<file path="src/rtl/input_shift_register.sv">
// rtl/input_shift_register.sv - serial-in, parallel-out shift register of fixed-point words
module input_shift_register #(
  parameter int numInputs     = 32,
  parameter int dataWidth     = 4,
  parameter int dataFracWidth = 2,
  parameter int dataIntWidth  = 2,
  localparam int TOTAL = numInputs * dataWidth,
  localparam int CW    = $clog2(TOTAL + 1)
) (
  input  logic             serialClock,
  input  logic             reset,
  input  logic             serialData,
  output logic [TOTAL-1:0] dataOut,
  output logic [CW-1:0]    bitCount,
  output logic             full
);

  // The word format must account for every bit of a word.
  if (dataIntWidth + dataFracWidth != dataWidth) begin : g_bad_format
    $error("input_shift_register: dataIntWidth + dataFracWidth must equal dataWidth");
  end

  // The register needs at least two bits for the shift slice below to be legal.
  if (TOTAL < 2) begin : g_bad_size
    $error("input_shift_register: numInputs*dataWidth must be at least 2");
  end

  localparam logic [CW-1:0] COUNT_MAX = CW'(TOTAL);

  logic [TOTAL-1:0] data_q;
  logic [TOTAL-1:0] data_d;
  logic [CW-1:0]    count_q;
  logic [CW-1:0]    count_d;

  // Next state: new bit enters at the MSB; the count saturates once the register is full.
  always_comb begin
    data_d  = {serialData, data_q[TOTAL-1:1]};
    count_d = count_q;
    if (count_q != COUNT_MAX) begin
      count_d = count_q + CW'(1);
    end
  end

  // State register, cleared asynchronously; reset wins over a coincident edge.
  always_ff @(posedge serialClock or posedge reset) begin
    if (reset) begin
      data_q  <= '0;
      count_q <= '0;
    end else begin
      data_q  <= data_d;
      count_q <= count_d;
    end
  end

  assign dataOut  = data_q;
  assign bitCount = count_q;
  assign full     = (count_q == COUNT_MAX);

endmodule

</file>
<file path="config.mk">
export PLATFORM = sky130hd
export DESIGN_NAME = input_shift_register
export DESIGN_NICKNAME = d
export VERILOG_FILES = /design/src/rtl/input_shift_register.sv
export SDC_FILE = /design/constraint.sdc
export NUM_CORES = 1
export LEC_CHECK = 0
export BUFFER_PORTS_ARGS = -buffer_cell sky130_fd_sc_hd__buf_4
export CAP_MARGIN = 10
export CORE_MARGIN = 2
export CORE_UTILIZATION = 30
export DETAILED_ROUTE_END_ITERATION = 8
export SYNTH_ARGS = -nofsm -noshare
export SYNTH_HDL_FRONTEND = slang
export SYNTH_SLANG_ARGS = --single-unit
</file>
<file path="constraint.sdc">
create_clock -name serialClock -period 5.19 [get_ports serialClock]
set_input_delay 0.519 -clock serialClock [delete_from_list [all_inputs] [get_ports serialClock]]
set_output_delay 0.519 -clock serialClock [all_outputs]
set_load 0.03 [all_outputs]
</file>
==> results of run 1 <==
## Yosys cell counts
master,instances,area [µm²]
nand3_1,5,25.0
ha_1,2,25.0
mux2_4,1,15.0
dfrtp_1,136,3400
nand3_2,1,10.0
xnor2_1,6,52.6
nor4b_2,1,15.0
a31oi_1,1,6.26
inv_1,6,22.5
and3_1,2,12.5
nor2_1,1,3.75
mux2_2,1,11.3
## kinds of logic after synthesis
| group | count (synthesis) |
|---|---|
| xor gates and xnor gates | 6 |
| muxes | 2 |
| AOI/OAI and AO/OA | 1 |
| DFF | 136 |
| buffers and inverters | 6 |
| adders and majority gates | 2 |
| and+or+nand+nor | 10 |
## metal layers
| layer | global-route usage, % | routed length (µm) | part of all wire [%] |
|---|---|---|---|
| met1 | 16.1 | 3390 | 47 |
| met4 | 6.10 | 133 | 1.8 |
| met5 | 0 | 0 | 0 |
| met2 | 14.7 | 2860 | 39 |
| met3 | 7.65 | 864 | 12 |
## metrics by stage
stage          utilization, %  instances  hold slack, ns  setup WS (ns)  area [µm²]
3_5_place_dp             40.8        450           0.359           3.26        4840
2_1_floorplan               -        163           0.550           1.03        3600
3_3_place_gp             40.8        450           0.361           3.31        4840
5_1_grt                  45.3        480           0.191           2.70        5370
4_1_cts                  45.3        480           0.197           2.84        5370
6_report                 45.3        480           0.215           2.87        5370
## layout by cell type, fill, tap and decap left out
cell and count:
clkinvlp_4 3, mux2_4 1, buf_4 140, ha_1 2, nor2_1 1, xnor2_1 6
clkbuf_16 17, dfrtp_1 136, clkbuf_8 1, nand3_1 5, nor4b_2 1, bufinv_16 1
a31oi_1 1, inv_6 1, clkbuf_1 4, and3_1 2, nand3_2 1, clkinv_2 3
mux2_2 1, inv_1 5, clkinv_4 1
## flip-flops by register name (all words and copies together) (netlist names)
name	cells
bitCount	8
dataOut	128
## report_power, final
group / internal [µW] / total (µW) / switching, µW
sequential: 1080 / 1090 / 11.7
clock: 662 / 1070 / 411
combinational: 26.4 / 95.9 / 69.5
total: 1770 / 2260 / 492
## path summary, 6_finish.rpt
kind	to	slack, ns	cells after the start
worst max-delay path	full	2.87	6
worst min-delay path	dataOut[127]	0.21	1
worst max register to register	bitCount[1]	3.60	5
worst min register to register	dataOut[50]	0.37	0
max in group asynchronous	dataOut[51]	3.79	3
min in group asynchronous	dataOut[46]	0.22	2
## cell type report
type	instances	area share [%]
sequential	136	63.3
timing repair buffer	140	19.6
clock buffer	22	8.45
tap	147	3.42
multi-input combinational	21	3.28
clock inverter	8	1.42
inverter	6	0.512
## critical path: cells and delay by family, from the launching register on
family / cells / cell delay (ns)
adders and majority gates: 1 / 0.15
buffers and inverters: 3 / 0.35
DFF: 1 / 0.44
and+or+nand+nor: 2 / 0.45
==> flow_summary_export.csv, run 1 <==
group,metric,value,unit
outcome,run_status,"completed",
logic_synthesis,synth-seq-cells,136,
logic_synthesis,synth-simple-area-share,1.84,%
floorplanning,fp.dieW,114,µm
floorplanning,rows,40,
cells_and_area,synthToLayoutAreaGrowth,49.1,%
timing,fin_skew,0.00434,ns
critical_path,worstPathRequired,4.67,ns
timing,setup_violations,0,
route,drt-initial-drc-count,131,
grt,gr-total-overflow,0,
critical_path,crit_start,"bitCount[0]",
power,power.density,421,nW/µm²
logic_synthesis,syn_area_per_cell,22.1,µm²
critical_path,crit_chain,"inv_1, ha_1, nor4b_2, nand3_2, inv_1, buf_4",
critical_path,crit_path_start_kind,"flop",
logic_synthesis,synth-compound-area-share,0.174,%
logic_synthesis,ys_seq_area_share,94.5,%
route,dr_total_vias,1957,
clock_tree,cts_buffers,17,
cells_and_area,regArea,3400,µm²
cells_and_area,finalNetCount,327,
route,final_antenna_net_count,0,
timing,fin_crit_sh,44.7,%
timing,hold_viol_final,0,
floorplanning,core,11900,µm²
floorplanning,initial_utilization,30.4,%
critical_path,critPathCaptureType,"primary output",
clock_tree,cts_resized,0,
floorplanning,die_h,114,µm
timing,min_period,2.32,ns
logic_synthesis,yosys.area_share.xor_xnor,1.46,%
route,avgRoutedWirePerCell,15.1,µm
placement,port_buffers,139,
critical_path,cp_common_cell,"inv_1",
grt,grt_pass1_vias,1977,
placement,post-dp-hpwl,4900,µm
critical_path,worst-path-max-fanout,6,
timing,rsz0062_at_grt,"no",
power,vdd.ir_drop.worst,263,µV
logic_synthesis,synthMuxAreaShare,0.729,%
logic_synthesis,synthAdderAreaFrac,0.695,%
critical_path,slowest_stage,"dfrtp_1",
job,maxCapViolCount,0,
clock_tree,clk_pin_slew,0.05,ns
grt,antenna_found_initial,0,
timing,fmaxAchievable,0.431,GHz
cells_and_area,fillCellCount,1013,
floorplanning,pin_count,140,
route,post-route-drc-count,0,
grt,grt_pass1_wl,11100,µm
timing,worst_pin_slew,0.719,ns
critical_path,path_class,"reg2out",
timing,finalSetupTns,0,ns
logic_synthesis,syn_inst,163,
logic_synthesis,netlist_area,3600,µm²
critical_path,crit_path_max_incr_delay,0.44,ns
logic_synthesis,ys.warnings.count,0,
grt,grt_usage,12.0,%
route,routed_via_density,4.08,
cells_and_area,multi_input_area,176,µm²
clock_tree,cts_setup_buffers,0,
worst_hold_path,hp-start,"serialData",
critical_path,cp_data_arrival_time,1.80,ns
route,firstDrtPassIters,4,
logic_synthesis,syn_nets,168,
cells_and_area,diodes,0,
clock_tree,cts_root_buffer,"clkbuf_16",
power,p_leak,0.00283,µW
logic_synthesis,synth_top_family_by_area,"simple AND/OR/NAND/NOR gates",
route,drt_wl_total,7250,µm
floorplanning,die-area,12900,µm²
timing,slew_headroom,52.1,%
clock_tree,cts_buffer_depth,2,
placement,gp_congestion,0.829,
grt,grt_max_degree,78,
cells_and_area,drive_gt1_share,51.4,%
clock_tree,cts.sinks,136,
critical_path,r2r-start,"bitCount[0]",
clock_tree,htree_levels,4,
worst_hold_path,holdCritPathClass,"in2reg",
clock_tree,clk_latency,0.41,ns
timing,slew_violations,0,
power,p_total,2260,µW
logic_synthesis,ys_types,12,
clock_tree,cts_hold_buf,0,
clock_tree,tritoncts,"built",
Power figures use the tool's default switching activity.
==> inputs of run 2 (changes only) <==
==> constraint.sdc (replaced) <==
create_clock -name serialClock -period 2.4 [get_ports serialClock]
set_input_delay 0.24 -clock serialClock [delete_from_list [all_inputs] [get_ports serialClock]]
set_output_delay 0.24 -clock serialClock [all_outputs]
set_load 0.03 [all_outputs]
==> flow_summary_export.csv, run 2 (synthesis gave the netlist of run 1 again) <==
group,metric,value,unit
outcome,run_status,"completed",
timing,fin_skew,0.0144,ns
cells_and_area,drive_gt1_share,52.7,%
floorplanning,initial_utilization,30.4,%
job,maxCapViolCount,0,
floorplanning,rows,40,
cells_and_area,largest_reg_flops,128,
route,avgRoutedWirePerCell,15.2,µm
worst_hold_path,holdCritPathClass,"in2async",
placement,port_buffers,139,
critical_path,cp_data_arrival_time,1.78,ns
clock_tree,cts_root_buffer,"clkbuf_16",
placement,post-dp-hpwl,4720,µm
cells_and_area,synthToLayoutAreaGrowth,51.6,%
placement,gp_congestion,0.772,
critical_path,worstPathRequired,2.16,ns
timing,slew_violations,0,
power,p_leak,0.00287,µW
grt,grt_max_degree,137,
cells_and_area,finalNetCount,328,
clock_tree,tritoncts,"built",
timing,setup_violations,0,
clock_tree,htree_levels,4,
route,dr_total_vias,1961,
floorplanning,pin_count,140,
clock_tree,cts_buffer_depth,2,
route,firstDrtPassIters,4,
timing,fmaxAchievable,0.495,GHz
clock_tree,cts_setup_buffers,0,
grt,antenna_found_initial,0,
critical_path,worst-path-max-fanout,6,
timing,rsz0062_at_grt,"no",
route,routed_via_density,4.06,
timing,finalSetupTns,0,ns
timing,slew_headroom,53.1,%
grt,grt_pass1_wl,11600,µm
cells_and_area,fin_cells,483,
route,post-route-drc-count,0,
cells_and_area,mostFrequentLayoutCells,"buf_4 (139), dfrtp_1 (136), clkbuf_16 (17)",
power,power.density,942,nW/µm²
placement,place_inst,450,
route,drt-initial-drc-count,106,
floorplanning,die-area,12900,µm²
critical_path,path_class,"reg2out",
critical_path,r2r_end,"bitCount[1]",
grt,grt_pass1_vias,2168,
floorplanning,die_h,114,µm
critical_path,r2r_cells,5,
grt,gr-total-overflow,0,
critical_path,reg2reg_slack,0.84,ns
timing,hold_viol_final,0,
power,vdd.ir_drop.worst,556,µV
critical_path,critPathCaptureType,"primary output",
timing,worst_pin_slew,0.704,ns
timing,min_period,2.02,ns
clock_tree,cts.sinks,136,
grt,grt_usage,12.2,%
floorplanning,core,11900,µm²
timing,fin_crit_sh,84.1,%
clock_tree,clk_pin_slew,0.06,ns
clock_tree,clk_latency,0.42,ns
route,drt_wl_total,7330,µm
clock_tree,cts_buffers,17,
cells_and_area,final_common_cell,"buf_4",
route,final_antenna_net_count,0,
cells_and_area,post-route-util,46.0,%
floorplanning,fp.dieW,114,µm
cells_and_area,diodes,0,
critical_path,crit_path_start_kind,"flop",
critical_path,r2r-start,"bitCount[0]",
==> run 2: cell count changes in the layout (fill, tap and decap cells not counted), sizes merged <==
| cell | previous run | this run |
|---|---|---|
| clkbuf | 22 | 19 |
| inv | 6 | 9 |
| clkinvlp | 3 | 5 |
| bufinv | 1 | 2 |
| clkinv | 4 | 3 |
| dlygate4sd3 | 0 | 1 |
==> run 2: critical path, cell delays in order, from the launching register on <==
cell     delay (ns)
dfrtp_1        0.43
inv_1          0.11
ha_1           0.15
nor4b_2        0.28
nand3_2        0.17
inv_1          0.08
buf_4          0.15
==> run 2: repair_timing <==
action | CTS | global route
gates resized for setup | 0 | 0
endpoints found under the hold margin | 1 | 0
hold buffers | 1 | 0
==> run 2: power by group <==
part           switching (µW)  internal [µW]  leakage [µW]
Sequential               24.3           2340       0.00177
Clock                     981           1590      0.000283
Combinational             150           60.3      0.000817
==> run 2: metal layers <==
metal  global-route usage (%)  part of all wire (%)  up-vias
met5                        0                     0        -
met4                     6.59                   1.3        0
met3                     7.70                    12        9
met2                     15.6                    43      121
met1                     15.9                    44      990
li1                         -                     -      841
==> run 2: how the worst max path moves through the flow <==
stage / start / endpoint / slack, ns / depth (start not counted)
finish: bitCount[0] / full / 0.38 / 6
global route: bitCount[0] / full / 0.23 / 6
CTS: bitCount[0] / full / 0.36 / 6
detailed placement: bitCount[0] / full / 0.82 / 6
global placement: bitCount[0] / full / 0.85 / 6
floorplan: reset / bitCount[0] / 0.47 / 1
==> run 2: metrics by stage <==
step	instance area, µm²	hold slack, ns	total power (µW)	worst slack (ns)
after global routing	5460	0.102	5340	0.229
after floorplan	3610	0.271	2520	0.467
after global placement	4850	0.350	2610	0.850
final	5460	0.00990	5150	0.381
after detailed placement	4850	0.350	2620	0.821
after CTS	5460	0.0764	5230	0.356
==> run 2: final cells by class <==
type,instances,area [µm²]
Fill cell,1014,6400
Multi-Input combinational cell,21,176
Inverter,6,26.3
Sequential cell,136,3400
Clock inverter,13,144
Tap cell,147,184
Clock buffer,19,453
Timing Repair Buffer,141,1070
